`src/rtl/invaders_pkg.sv`:
```
// Shared constants for the invaders enemy sprite path: address mux, sprite ROM and read scheduler.
package invaders_pkg;

    localparam int N_ENEMY        = 8;
    localparam int ENEMY_ADDR_W   = 12;
    localparam int SPRITE_DATA_W  = 16;
    localparam int SPRITE_ROM_LAT = 1;

    typedef logic [N_ENEMY-1:0] enemy_vec_t;

    function automatic logic onehot0(input enemy_vec_t v);
        return (v & (v - enemy_vec_t'(1))) == '0;
    endfunction

endpackage

```
`src/rtl/enemy_rd_sched_if.sv`:
```
// Requester / ROM side signal bundle of the enemy read scheduler.
interface enemy_rd_sched_if
    import invaders_pkg::*;
#(
    parameter int N_REQ  = N_ENEMY,
    parameter int DATA_W = SPRITE_DATA_W
);

    logic              en;
    logic [N_REQ-1:0]  req;
    logic [N_REQ-1:0]  gnt;
    logic [N_REQ-1:0]  rden;
    logic [DATA_W-1:0] q_in;
    logic [DATA_W-1:0] data_out;
    logic [N_REQ-1:0]  data_valid;
    logic              busy;

    modport master (
        output en, req, q_in,
        input  gnt, rden, data_out, data_valid, busy
    );

    modport slave (
        input  en, req, q_in,
        output gnt, rden, data_out, data_valid, busy
    );

endinterface

```
`src/rtl/rr_arbiter.sv`:
```
// Combinational round-robin arbiter: first eligible input at or after ptr_i, wrapping modulo N.
module rr_arbiter #(
    parameter int N     = 8,
    parameter int PTR_W = 3
) (
    input  logic [N-1:0]     eligible_i,
    input  logic [PTR_W-1:0] ptr_i,
    input  logic             advance_i,
    output logic [N-1:0]     grant_o,
    output logic [PTR_W-1:0] ptr_o
);

    logic             found_c;
    logic [PTR_W-1:0] idx_c;

    // advance_i low suppresses the decision entirely, leaving the pointer where it is.
    always_comb begin
        grant_o = '0;
        ptr_o   = ptr_i;
        found_c = 1'b0;
        idx_c   = '0;
        for (int k = 0; k < N; k++) begin
            idx_c = PTR_W'((int'(ptr_i) + k) % N);
            if (advance_i && !found_c && eligible_i[idx_c]) begin
                found_c        = 1'b1;
                grant_o[idx_c] = 1'b1;
                ptr_o          = (int'(idx_c) == N - 1) ? '0 : idx_c + PTR_W'(1);
            end
        end
    end

endmodule

```
`src/rtl/enemy_rd_sched.sv`:
```
// Round-robin scheduler sharing the enemy sprite-ROM address path between 8 renderers;
// tracks each read through mux + ROM latency and returns data with a one-hot tag.
module enemy_rd_sched
    import invaders_pkg::*;
#(
    parameter int N_REQ   = N_ENEMY,
    parameter int DATA_W  = SPRITE_DATA_W,
    parameter int ROM_LAT = SPRITE_ROM_LAT
) (
    input logic             clk,
    input logic             rst_n,
    enemy_rd_sched_if.slave bus
);

    localparam int TAG_D = 2 + ROM_LAT;
    localparam int PTR_W = $clog2(N_REQ);

    logic [PTR_W-1:0]  ptr_q, ptr_d;
    logic [N_REQ-1:0]  free_req;
    logic [N_REQ-1:0]  gnt_d, gnt_q;
    logic [N_REQ-1:0]  outst_d, outst_q;
    logic [N_REQ-1:0]  tag_q [TAG_D];
    logic [N_REQ-1:0]  tag_any_d;
    logic [DATA_W-1:0] data_q;
    logic              busy_d, busy_q;

    assign free_req = bus.req & ~outst_q;

    rr_arbiter #(
        .N     (N_REQ),
        .PTR_W (PTR_W)
    ) u_arb (
        .eligible_i (free_req),
        .ptr_i      (ptr_q),
        .advance_i  (bus.en),
        .grant_o    (gnt_d),
        .ptr_o      (ptr_d)
    );

    // A slot frees at the end of its data_valid cycle, so re-grant can only land two cycles later.
    assign outst_d = (outst_q & ~tag_q[TAG_D-1]) | gnt_d;

    always_comb begin
        tag_any_d = gnt_q;
        for (int k = 0; k < TAG_D - 1; k++) begin
            tag_any_d = tag_any_d | tag_q[k];
        end
    end

    assign busy_d = |tag_any_d;

    always_ff @(posedge clk or negedge rst_n) begin
        if (!rst_n) begin
            ptr_q   <= '0;
            gnt_q   <= '0;
            outst_q <= '0;
            data_q  <= '0;
            busy_q  <= 1'b0;
            for (int k = 0; k < TAG_D; k++) begin
                tag_q[k] <= '0;
            end
        end else begin
            ptr_q    <= ptr_d;
            gnt_q    <= gnt_d;
            outst_q  <= outst_d;
            busy_q   <= busy_d;
            tag_q[0] <= gnt_q;
            for (int k = 1; k < TAG_D; k++) begin
                tag_q[k] <= tag_q[k-1];
            end
            // tag_q[ROM_LAT] lines up with the cycle in which q_in carries that requester's word.
            if (|tag_q[ROM_LAT]) begin
                data_q <= bus.q_in;
            end
        end
    end

    assign bus.gnt        = gnt_q;
    assign bus.rden       = gnt_q;
    assign bus.data_out   = data_q;
    assign bus.data_valid = tag_q[TAG_D-1];
    assign bus.busy       = busy_q;

    assert property (@(posedge clk) disable iff (!rst_n)
        onehot0(gnt_q) && onehot0(tag_q[TAG_D-1]));

endmodule

```
`src/flat_wrapper.sv`:
```
// flat-port wrapper written by rule: the top's interface ports become plain ports
module enemy_rd_sched_flat import invaders_pkg::*;
#(
    parameter int N_REQ   = N_ENEMY,
    parameter int DATA_W  = SPRITE_DATA_W,
    parameter int ROM_LAT = SPRITE_ROM_LAT
)
  (clk, rst_n, bus_en, bus_req, bus_q_in, bus_gnt, bus_rden, bus_data_out, bus_data_valid, bus_busy);
  enemy_rd_sched_if #(.N_REQ(N_REQ), .DATA_W(DATA_W)) bus_i ();
  input logic clk;
  input logic rst_n;
  input wire logic [$bits(bus_i.en)-1:0] bus_en;
  input wire logic [$bits(bus_i.req)-1:0] bus_req;
  input wire logic [$bits(bus_i.q_in)-1:0] bus_q_in;
  output wire logic [$bits(bus_i.gnt)-1:0] bus_gnt;
  output wire logic [$bits(bus_i.rden)-1:0] bus_rden;
  output wire logic [$bits(bus_i.data_out)-1:0] bus_data_out;
  output wire logic [$bits(bus_i.data_valid)-1:0] bus_data_valid;
  output wire logic [$bits(bus_i.busy)-1:0] bus_busy;
  assign bus_i.en = bus_en;
  assign bus_i.req = bus_req;
  assign bus_i.q_in = bus_q_in;
  assign bus_gnt = bus_i.gnt;
  assign bus_rden = bus_i.rden;
  assign bus_data_out = bus_i.data_out;
  assign bus_data_valid = bus_i.data_valid;
  assign bus_busy = bus_i.busy;
  enemy_rd_sched #(.N_REQ(N_REQ), .DATA_W(DATA_W), .ROM_LAT(ROM_LAT)) u_core (.clk(clk), .rst_n(rst_n), .bus(bus_i));
endmodule
```
`config.mk`:
```
export PLATFORM = sky130hd
export DESIGN_NAME = enemy_rd_sched_flat
export DESIGN_NICKNAME = d
export VERILOG_FILES = /design/src/rtl/invaders_pkg.sv /design/src/rtl/enemy_rd_sched_if.sv /design/src/rtl/rr_arbiter.sv /design/src/rtl/enemy_rd_sched.sv /design/src/flat_wrapper.sv
export SDC_FILE = /design/constraint.sdc
export NUM_CORES = 1
export LEC_CHECK = 0
export BUFFER_PORTS_ARGS = -buffer_cell sky130_fd_sc_hd__buf_2
export CAP_MARGIN = 10
export CORE_AREA = 2 2 82 84
export DETAILED_ROUTE_END_ITERATION = 8
export DIE_AREA = 0 0 84 86
export PLACE_DENSITY_LB_ADDON = 0.08
export SYNTH_ARGS = -nofsm -noshare
export SYNTH_HDL_FRONTEND = slang
export SYNTH_SLANG_ARGS = --single-unit
export TNS_END_PERCENT = 100
```
`constraint.sdc`:
```
create_clock -name clk -period 4.3 [get_ports clk]
set_clock_uncertainty 0.2 [all_clocks]
set_input_delay 0.645 -clock clk [delete_from_list [all_inputs] [get_ports clk]]
set_output_delay 0.645 -clock clk [all_outputs]
set_load 0.02 [all_outputs]
```
==> impl_metrics.py, run 1 <==
metrics = {
    "timing": {
        "fin_crit_sh_pct": 88.8,
        "finalSetupTns_ns": 0,
        "setup-violations-final": 0,
        "rsz0062_at_grt": "false",
        "hold_viol": 0,
        "setup_ws_ns": 0.481,
        "tightest_slew_ns": 0.756,
        "slew_violations": 0,
        "fin_hold_ws_ns": 0.170,
        "max_freq_mhz": 262,
        "fin_crit_ns": 3.82,
        "relSlewSlack_pct": 49.6,
    },
    "route": {
        "drc": 0,
        "vias": 2587,
        "wl_um": 7920,
        "firstDrtPassIters": 4,
        "wl_per_cell_um": 17.9,
        "drt-initial-drc-count": 133,
        "drtAntennaViolNets": 0,
        "routed_via_density": 5.84,
    },
    "worst_setup_path": {
        "critPathLaunchType": "register",
        "end_kind": "register",
        "slowest_delay_ns": 0.62,
        "crit_fanout": 15,
        "r2r_slack_ns": 0.48,
        "path_cells": "inv_1 -> ha_1 -> nor4bb_1 -> nor4_4 -> mux2i_4 -> or3b_1 -> nor4_1 -> nand3_1 -> o211a_1 -> a31oi_1",
        "worstPathArrival_ns": 3.86,
        "required_ns": 4.34,
        "worstSetupPathType": "reg -> reg",
        "crit_path_top_delay_cell": "ha_1",
    },
    "clock_tree": {
        "cts_setup_buffers": 0,
        "tritoncts": "done",
        "ctsHoldBuffers": 0,
        "cts-resized-gates": 0,
        "cts_buffer_depth": 2,
        "cts_root_buf": "clkbuf_8",
        "clkSinkCount": 60,
        "clock_latency_ns": 0.34,
        "cts_buffers": 9,
        "clk_pin_slew_ns": 0.08,
        "htree_levels": 3,
    },
    "flow_run": {
        "cap_violations": 0,
    },
    "power": {
        "comb_power_share_pct": 61.2,
        "p_sw_share_pct": 46.0,
        "power_frac_seq_pct": 25.0,
        "powerDensity_nw_per_um2": 967,
        "internal_power_mw": 2.09,
        "leakage_nw": 1.97,
        "clockPowerShare_pct": 13.8,
        "ir_drop_mv": 0.574,
        "p_switching_mw": 1.79,
    },
    "yosys": {
        "synth_edf_count": 0,
        "synthTopCellsByArea": "dfrtp_1 (43%), ha_1 (6.5%), mux2_2 (5.8%)",
        "synth.cell_area_um2": 3480,
        "syn_avg_cell_area_um2": 11.7,
        "synth-seq-cells": 60,
        "synth_top_area_cell": "dfrtp_1",
        "synth_top_area_share_pct": 43.1,
        "syn_inst": 298,
        "synth_flop_cell": "dfrtp_1",
        "synthArstFlopShare_pct": 100,
        "synth-seq-area-share_pct": 43.1,
        "yosys_warnings": 0,
        "syn-num-nets": 343,
        "synth_cell_types": 66,
    },
    "global_route": {
        "grt_max_degree": 36,
        "antenna_found_initial": 0,
        "grt_pass1_wl_um": 12800,
        "grtUsageTotal_pct": 23.0,
        "grt_pass1_vias": 2575,
        "overflow": 0,
    },
    "layout": {
        "diodes": 0,
        "final_common_cell": "buf_2",
        "fin_util_pct": 63.9,
        "stdcell_area_um2": 4010,
        "nets": 406,
        "mostFrequentLayoutCells": "buf_2 (67), dfrtp_1 (60), inv_1 (19)",
        "area_delta_synth_final_pct": 15.1,
        "layout-drive-gt1-share_pct": 35.0,
    },
    "placement": {
        "place_ws_ns": 0.520,
        "dpl-instance-area_um2": 3800,
        "port_buffers": 67,
        "gp_congestion": 0.901,
        "dp_hpwl_um": 6040,
    },
    "floorplanning": {
        "start_util_pct": 55.5,
        "fp.dieH_um": 86,
        "core-area_um2": 6280,
        "pin_count": 68,
        "dieArea_um2": 7220,
        "die_x_um": 84,
        "num_rows": 29,
    },
    "status": {
        "outcome": "complete, no violations",
    },
    "hold_path": {
        "worstHoldPathType": "in -> async",
    },
}
[registers in the layout, indices dropped and copies added, names as in the netlist]
register,cells
u_core.ptr_q,3
u_core.outst_q,8
u_core.tag_q,16
u_core.bus.data_valid,8
u_core.bus.data_out,16
u_core.bus.gnt,8
u_core.bus.busy,1
[per-stage QoR]
| stage | cells | power, mW |
|---|---|---|
| floorplan | 298 | 2.80 |
| global placement | 427 | 3.32 |
| detailed placement | 427 | 3.34 |
| CTS | 443 | 3.90 |
| global route | 443 | 4.15 |
| finish | 443 | 3.88 |
[routing by layer]
metal / wire [µm] / up-vias / track usage, %
met5: 0 / - / 0
met4: 129 / 0 / 8.50
met3: 430 / 10 / 3.56
met2: 3710 / 83 / 37.4
met1: 3660 / 1259 / 31.5
li1: - / 1235 / -
[power groups by stage]
| stage | Clock [mW] | Sequential [mW] | Combinational (mW) |
|---|---|---|---|
| 2_1_floorplan | 0 | 1.07 | 1.72 |
| 3_3_place_gp | 0 | 0.974 | 2.35 |
| 3_5_place_dp | 0 | 0.981 | 2.36 |
| 4_1_cts | 0.546 | 0.973 | 2.38 |
| 5_1_grt | 0.565 | 1.00 | 2.58 |
| 6_report | 0.535 | 0.971 | 2.37 |
[kinds of logic (layout without fill, tap and decap cells)]
family | after synthesis | in the layout | synth area share, %
AO/OA/AOI/OAI | 63 | 63 | 14.2
XOR/XNOR | 1 | 1 | 0.251
adder cells (fa/ha/maj) | 18 | 18 | 6.46
buffers and inverters | 44 | 112 | 7.29
flip-flops | 60 | 60 | 43.1
multiplexers | 34 | 34 | 13.9
AND/OR/NAND/NOR | 78 | 78 | 14.8
[layout make-up]
type                            instances  area (µm²)
Inverter                               20        75.1
Fill cell                             511        2270
Timing Repair Buffer                   76         403
Multi-Input combinational cell        194        1730
Clock buffer                            9         124
Sequential cell                        60        1500
Tap cell                               77        96.3
Clock inverter                          7        82.6
[critical path: cells and delay by family (launching register included)]
kind / cells / cell delay, ns
AOI/OAI and AO/OA: 2 / 0.39
muxes: 1 / 0.13
buffers and inverters: 1 / 0.11
adders and majority gates: 1 / 0.62
and+or+nand+nor: 5 / 1.74
DFF: 1 / 0.53
[final timing paths]
check,cells past startpoint,to,from
min in group clk,0,u_core.bus.data_valid[1]$_DFF_PN0_,u_core.tag_q[9]$_DFF_PN0_
worst max register to register,10,u_core.ptr_q[1]$_DFFE_PN0P_,u_core.ptr_q[1]$_DFFE_PN0P_
max in group asynchronous,2,u_core.outst_q[1]$_DFF_PN0_,rst_n
worst min register to register,0,u_core.bus.data_valid[1]$_DFF_PN0_,u_core.tag_q[9]$_DFF_PN0_
worst max-delay path,10,u_core.ptr_q[1]$_DFFE_PN0P_,u_core.ptr_q[1]$_DFFE_PN0P_
worst min-delay path,1,u_core.tag_q[22]$_DFF_PN0_,rst_n
[synthesized netlist by cell type, types with 4 or more instances]
library cell and instances:
dfrtp_1 60, inv_1 19, ha_1 18, mux2_2 18
buf_4 17, nor2_1 12, nand2_1 11, a21oi_1 10
a21o_1 9, nor2b_1 9, nor4_1 9, a22o_1 5
mux2i_1 5, nand2b_1 5, nor3b_1 5, o21ai_0 5
a2111oi_1 4, and2_1 4, mux4_2 4, o21ai_1 4
o221ai_1 4
No activity file was read; power rests on OpenSTA's default activity.
==> run 2: changes to the inputs <==
Settings changed: CORE_AREA 2 2 82 84 to 2 2 80 82, DIE_AREA 0 0 84 86 to 0 0 82 84, SYNTH_HIERARCHICAL from default to 1.
Clock period 4.3 ns to 4.69 ns, I/O delays scaled along.
==> impl_metrics.py, run 2 <==
metrics = {
    "yosys": {
        "synthArstFlopShare_pct": 100,
        "syn_inst": 299,
        "synth_common_cells": "dfrtp_1 (60), ha_1 (18), inv_1 (18), mux2i_1 (18), nand2_1 (18)",
        "synth-seq-cells": 60,
        "synth_top_area_cell": "dfrtp_1",
        "synth_cell_types": 56,
        "syn_avg_cell_area_um2": 11.8,
        "synth_top_area_share_pct": 42.7,
        "synth_flop_cell": "dfrtp_1",
        "yosysMostFrequentCell": "dfrtp_1",
        "synth_edf_count": 0,
        "syn-num-nets": 344,
        "synth-seq-area-share_pct": 42.7,
        "synth.cell_area_um2": 3510,
        "yosys_warnings": 6,
        "synthTopCellsByArea": "dfrtp_1 (43%), ha_1 (6.4%), mux4_2 (5.8%)",
    },
    "clock_tree": {
        "cts_root_buf": "clkbuf_8",
        "cts-resized-gates": 0,
        "htree_levels": 3,
        "clk_pin_slew_ns": 0.07,
        "cts_setup_buffers": 0,
        "clkSinkCount": 60,
        "ctsHoldBuffers": 0,
        "clock_latency_ns": 0.33,
        "cts_buffers": 9,
        "cts_buffer_depth": 2,
        "tritoncts": "done",
    },
    "placement": {
        "gp_congestion": 0.960,
        "port_buffers": 67,
        "dp_hpwl_um": 5630,
    },
    "worst_setup_path": {
        "crit_fanout": 13,
        "endpoint": "u_core/outst_q[6]$_DFF_PN0_",
        "crit_buf_inv": 1,
        "crit_path_start": "u_core/ptr_q[1]$_DFF_PN0_",
        "end_kind": "register",
        "worstPathArrival_ns": 3.90,
        "critical_path_depth": 11,
        "path_cells": "inv_1 -> ha_1 -> mux4_2 -> mux2i_4 -> nand4_1 -> nor4b_2 -> a32oi_1 -> nand2_1 -> a21oi_1 -> a21oi_1 -> a21o_1",
        "crit_family": "simple AND/OR/NAND/NOR gates",
        "r2r_cells": 11,
        "timing.rr.end": "u_core/outst_q[6]$_DFF_PN0_",
        "slowest_delay_ns": 0.67,
        "r2r_slack_ns": 0.86,
        "required_ns": 4.76,
        "path_common_cell": "a21oi_1",
        "worstSetupPathType": "reg -> reg",
        "crit_path_top_delay_cell": "mux4_2",
        "timing.rr.start": "u_core/ptr_q[1]$_DFF_PN0_",
        "critPathLaunchType": "register",
    },
    "layout": {
        "fillCellCount": 458,
        "final_common_cell": "buf_2",
        "area_delta_synth_final_pct": 14.5,
        "nets": 401,
        "layout-drive-gt1-share_pct": 36.1,
        "mostFrequentLayoutCells": "buf_2 (67), dfrtp_1 (60)",
        "diodes": 0,
    },
    "route": {
        "vias": 2617,
        "wl_um": 7560,
        "drtAntennaViolNets": 0,
        "met1Wirelength_um": 3300,
        "wl_per_cell_um": 17.3,
        "drt-initial-drc-count": 198,
        "routed_via_density": 5.99,
        "highest_layer": "met4",
        "dr_wl_met3_um": 643,
        "wl_met2_um": 3470,
        "drc": 0,
        "firstDrtPassIters": 5,
    },
    "timing": {
        "hold_viol": 0,
        "setup-violations-final": 0,
        "fin_hold_ws_ns": 0.173,
        "slew_violations": 0,
        "rsz0062_at_grt": "false",
        "max_freq_mhz": 261,
        "tightest_slew_ns": 0.716,
        "fin_crit_sh_pct": 81.7,
        "fin_crit_ns": 3.83,
        "relSlewSlack_pct": 52.3,
        "finalSetupTns_ns": 0,
    },
    "power": {
        "p_total_mw": 3.60,
        "leakage_nw": 2.00,
        "powerDensity_nw_per_um2": 895,
        "ir_drop_mv": 0.508,
    },
    "global_route": {
        "grt_max_degree": 61,
        "grt_pass1_wl_um": 12300,
        "grtUsageTotal_pct": 23.9,
        "overflow": 0,
        "grt_pass1_vias": 2503,
        "antenna_found_initial": 0,
    },
    "floorplanning": {
        "pin_count": 68,
        "start_util_pct": 57.6,
        "num_rows": 29,
        "die_x_um": 82,
        "core-area_um2": 6100,
        "dieArea_um2": 6890,
        "fp.dieH_um": 84,
    },
    "status": {
        "outcome": "complete, no violations",
    },
    "hold_path": {
        "worstHoldPathType": "reg -> reg",
        "min-delay-start": "u_core/tag_q[14]$_DFF_PN0_",
    },
    "flow_run": {
        "cap_violations": 0,
    },
}
[run 2: cell types whose count changed after synthesis, sizes merged, moves of 4 or more]
cell    previous run  this run
o221ai             4         0
o21ai              9         5
a22o               5         0
mux2i              7        20
nor4              11         7
a222oi             0         4
buf               20        25
mux4               7        11
nand2b             5         0
nand2             11        19
[run 2: worst min-delay path by stage]
stage          slack, ns                                  to  depth (start not counted)
6_report            0.17  u_core/bus.data_valid[6]$_DFF_PN0_                          0
5_1_grt             0.18  u_core/bus.data_valid[5]$_DFF_PN0_                          0
4_1_cts             0.17  u_core/bus.data_valid[6]$_DFF_PN0_                          0
3_5_place_dp        0.16  u_core/bus.data_valid[6]$_DFF_PN0_                          0
3_3_place_gp        0.16  u_core/bus.data_valid[5]$_DFF_PN0_                          0
2_1_floorplan       0.15  u_core/bus.data_valid[1]$_DFF_PN0_                          0
[run 2: cell type report]
| type | instances | area, µm² | share of cell area (%) |
|---|---|---|---|
| inverter | 19 | 71.3 | 1.77 |
| clock buffer | 12 | 165 | 4.11 |
| timing repair buffer | 73 | 380 | 9.46 |
| tap | 77 | 96.3 | 2.40 |
| sequential | 60 | 1500 | 37.3 |
| multi-input combinational | 193 | 1740 | 43.2 |
| clock inverter | 3 | 68.8 | 1.71 |
[run 2: metal layers]
layer  vias to the layer above  GRT usage (%)
met5                         -              0
met4                         0           7.88
met3                        17           6.82
met2                       138           36.8
met1                      1274           32.4
li1                       1188              -
[run 2: where the power goes]
group          switching, mW  internal, mW  total (mW)
Clock                  0.192         0.341       0.532
Combinational           1.28         0.958        2.24
Sequential             0.109         0.718       0.827
Total                   1.58          2.02        3.60
[run 2: kinds of logic (layout without fill, tap and decap cells)]
family          count (synthesis)  count (layout)  synth area share (%)
simple gates                   76              76                  12.6
flops                          60              60                  42.7
mux                            51              51                  20.8
compound gates                 47              47                  9.47
buf+inv                        46             107                  7.76
fa+ha+maj                      18              18                  6.41
xor+xnor                        1               1                 0.249
[run 2: metrics by stage]
step	instance area (µm²)	worst slack, ns	util [%]	instances
2_1_floorplan	3510	1.00	-	299
3_3_place_gp	3790	0.870	62.2	422
4_1_cts	4020	0.901	66.0	437
3_5_place_dp	3790	0.922	62.2	422
5_1_grt	4020	0.539	66.0	437
6_report	4020	0.857	66.0	437
[run 2: worst reg2reg max path: stages (launching register included)]
cell,delay [ns]
dfrtp_1,0.35
inv_1,0.11
ha_1,0.66
mux4_2,0.67
mux2i_4,0.25
nand4_1,0.18
nor4b_2,0.59
a32oi_1,0.23
nand2_1,0.16
a21oi_1,0.08
a21oi_1,0.18
a21o_1,0.11
==> run 3: changes to the inputs <==
Settings changed: CORE_AREA 2 2 80 82 to 2 2 83 85, DIE_AREA 0 0 82 84 to 0 0 85 87.
Clock period 4.69 ns to 3.9 ns, I/O delays scaled along.
==> impl_metrics.py, run 3 (synthesized netlist as in run 2, its figures left out) <==
metrics = {
    "status": {
        "outcome": "complete, no violations",
    },
    "floorplanning": {
        "core-area_um2": 6570,
        "pin_count": 68,
        "die_x_um": 85,
        "fp.dieH_um": 87,
        "num_rows": 30,
        "start_util_pct": 53.5,
        "dieArea_um2": 7400,
    },
    "timing": {
        "fin_hold_ws_ns": 0.172,
        "fin_crit_sh_pct": 89.6,
        "hold_viol": 0,
        "slew_violations": 0,
        "fin_crit_ns": 3.50,
        "setup-violations-final": 0,
        "rsz0062_at_grt": "false",
        "setup_ws_ns": 0.405,
        "relSlewSlack_pct": 51.4,
        "tightest_slew_ns": 0.729,
        "finalSetupTns_ns": 0,
        "max_freq_mhz": 286,
    },
    "hold_path": {
        "worstHoldPathType": "reg -> reg",
    },
    "power": {
        "comb_power_share_pct": 62.2,
        "ir_drop_mv": 0.586,
        "p_switching_mw": 1.91,
        "powerDensity_nw_per_um2": 1080,
        "p_sw_share_pct": 43.8,
        "leakage_nw": 2.00,
        "power_frac_seq_pct": 22.4,
        "internal_power_mw": 2.46,
        "p_total_mw": 4.37,
        "clockPowerShare_pct": 15.4,
    },
    "layout": {
        "layout-drive-gt1-share_pct": 36.4,
        "area_delta_synth_final_pct": 15.2,
        "nets": 403,
        "fillCellCount": 542,
        "diodes": 0,
        "final_cells": 443,
        "multiInputGateArea_um2": 1740,
        "final_common_cell": "buf_2",
        "seq_area_um2": 1500,
        "mostFrequentLayoutCells": "buf_2 (67), dfrtp_1 (60)",
    },
    "route": {
        "firstDrtPassIters": 5,
        "routed_via_density": 5.79,
        "vias": 2565,
        "drc": 0,
        "drtAntennaViolNets": 0,
        "drt-initial-drc-count": 312,
        "wl_per_cell_um": 17.8,
        "wl_um": 7870,
    },
    "global_route": {
        "grt_pass1_vias": 2440,
        "grtUsageTotal_pct": 22.1,
        "grt_max_degree": 61,
        "overflow": 0,
        "antenna_found_initial": 0,
        "grt_pass1_wl_um": 12500,
    },
    "placement": {
        "gp_congestion": 0.887,
        "place_ws_ns": 0.466,
        "dp_cells": 427,
        "port_buffers": 67,
        "dp_hpwl_um": 5780,
    },
    "flow_run": {
        "cap_violations": 0,
    },
    "worst_setup_path": {
        "crit_fanout": 8,
        "crit_path_top_delay_cell": "mux4_2",
        "crit_buf_inv": 1,
        "crit_family": "multiplexers",
        "critPathLaunchType": "register",
        "worstPathArrival_ns": 3.56,
        "path_cells": "inv_1 -> ha_1 -> mux4_2 -> mux2i_4 -> and2_4 -> and4_4 -> nand3_1 -> o21ai_1 -> nand2_1 -> mux2i_1 -> a21o_1",
        "worstSetupPathType": "reg -> reg",
        "slowest_delay_ns": 0.62,
        "required_ns": 3.96,
        "end_kind": "register",
    },
    "clock_tree": {
        "cts_setup_buffers": 0,
        "ctsHoldBuffers": 0,
        "cts-resized-gates": 0,
        "htree_levels": 3,
        "tritoncts": "done",
        "cts_buffer_depth": 2,
        "clock_latency_ns": 0.33,
        "cts_root_buf": "clkbuf_8",
        "cts_buffers": 9,
        "clkSinkCount": 60,
        "clk_pin_slew_ns": 0.07,
    },
}
[run 3: cell types whose count changed in the layout (fill, tap and decap cells not counted)]
cell	before	now
clkinvlp_4	0	1
clkinv_2	0	1
buf_4	6	8
bufinv_16	2	3
clkbuf_1	0	1
inv_6	0	1
clkbuf_8	12	9
clkinv_4	1	0
[run 3: routing by layer]
| layer | vias to the layer above | track usage [%] | share of wire [%] |
|---|---|---|---|
| met5 | - | 0 | 0 |
| met4 | 0 | 8.66 | 1.6 |
| met3 | 11 | 5.02 | 7.1 |
| met2 | 105 | 33.5 | 45 |
| met1 | 1260 | 31.3 | 46 |
| li1 | 1189 | - | - |
[run 3: power groups by stage]
| stage | Sequential, mW | Clock (mW) | Combinational [mW] |
|---|---|---|---|
| finish | 0.981 | 0.671 | 2.72 |
| floorplan | 1.12 | 0 | 2.02 |
| CTS | 0.985 | 0.691 | 2.70 |
| global route | 1.01 | 0.716 | 2.97 |
| detailed placement | 0.996 | 0 | 2.68 |
| global placement | 0.988 | 0 | 2.69 |
[run 3: final timing paths]
path | slack, ns | endpoint | cells past startpoint | from
max | 0.40 | u_core/outst_q[7]$_DFF_PN0_ | 11 | u_core/ptr_q[1]$_DFF_PN0_
min | 0.17 | u_core/tag_q[15]$_DFF_PN0_ | 0 | u_core/tag_q[23]$_DFF_PN0_
max reg2reg | 0.40 | u_core/outst_q[7]$_DFF_PN0_ | 11 | u_core/ptr_q[1]$_DFF_PN0_
min reg2reg | 0.17 | u_core/tag_q[15]$_DFF_PN0_ | 0 | u_core/tag_q[23]$_DFF_PN0_
max in group asynchronous | 2.82 | u_core/outst_q[2]$_DFF_PN0_ | 2 | rst_n
min in group asynchronous | 0.19 | u_core/bus.data_out[2]$_DFFE_PN0P_ | 2 | rst_n
[run 3: worst register-to-register path: cells and delay by family (launching register included)]
| family | cells | cell delay [ns] |
|---|---|---|
| buf+inv | 1 | 0.09 |
| simple gates | 4 | 0.81 |
| fa+ha+maj | 1 | 0.49 |
| compound gates | 2 | 0.40 |
| flops | 1 | 0.36 |
| mux | 3 | 1.10 |
[run 3: area by class of cell]
type	instances	share of cell area, %
multi-input combinational	193	43.0
sequential	60	37.1
timing repair buffer	75	9.77
clock buffer	10	3.15
clock inverter	6	2.75
tap	80	2.47
inverter	19	1.76
[run 3: stage by stage]
step,utilization [%],instance area (µm²)
after global placement,58.0,3810
after CTS,61.6,4050
after global routing,61.6,4050
after floorplan,-,3510
after detailed placement,58.0,3810
final,61.6,4050
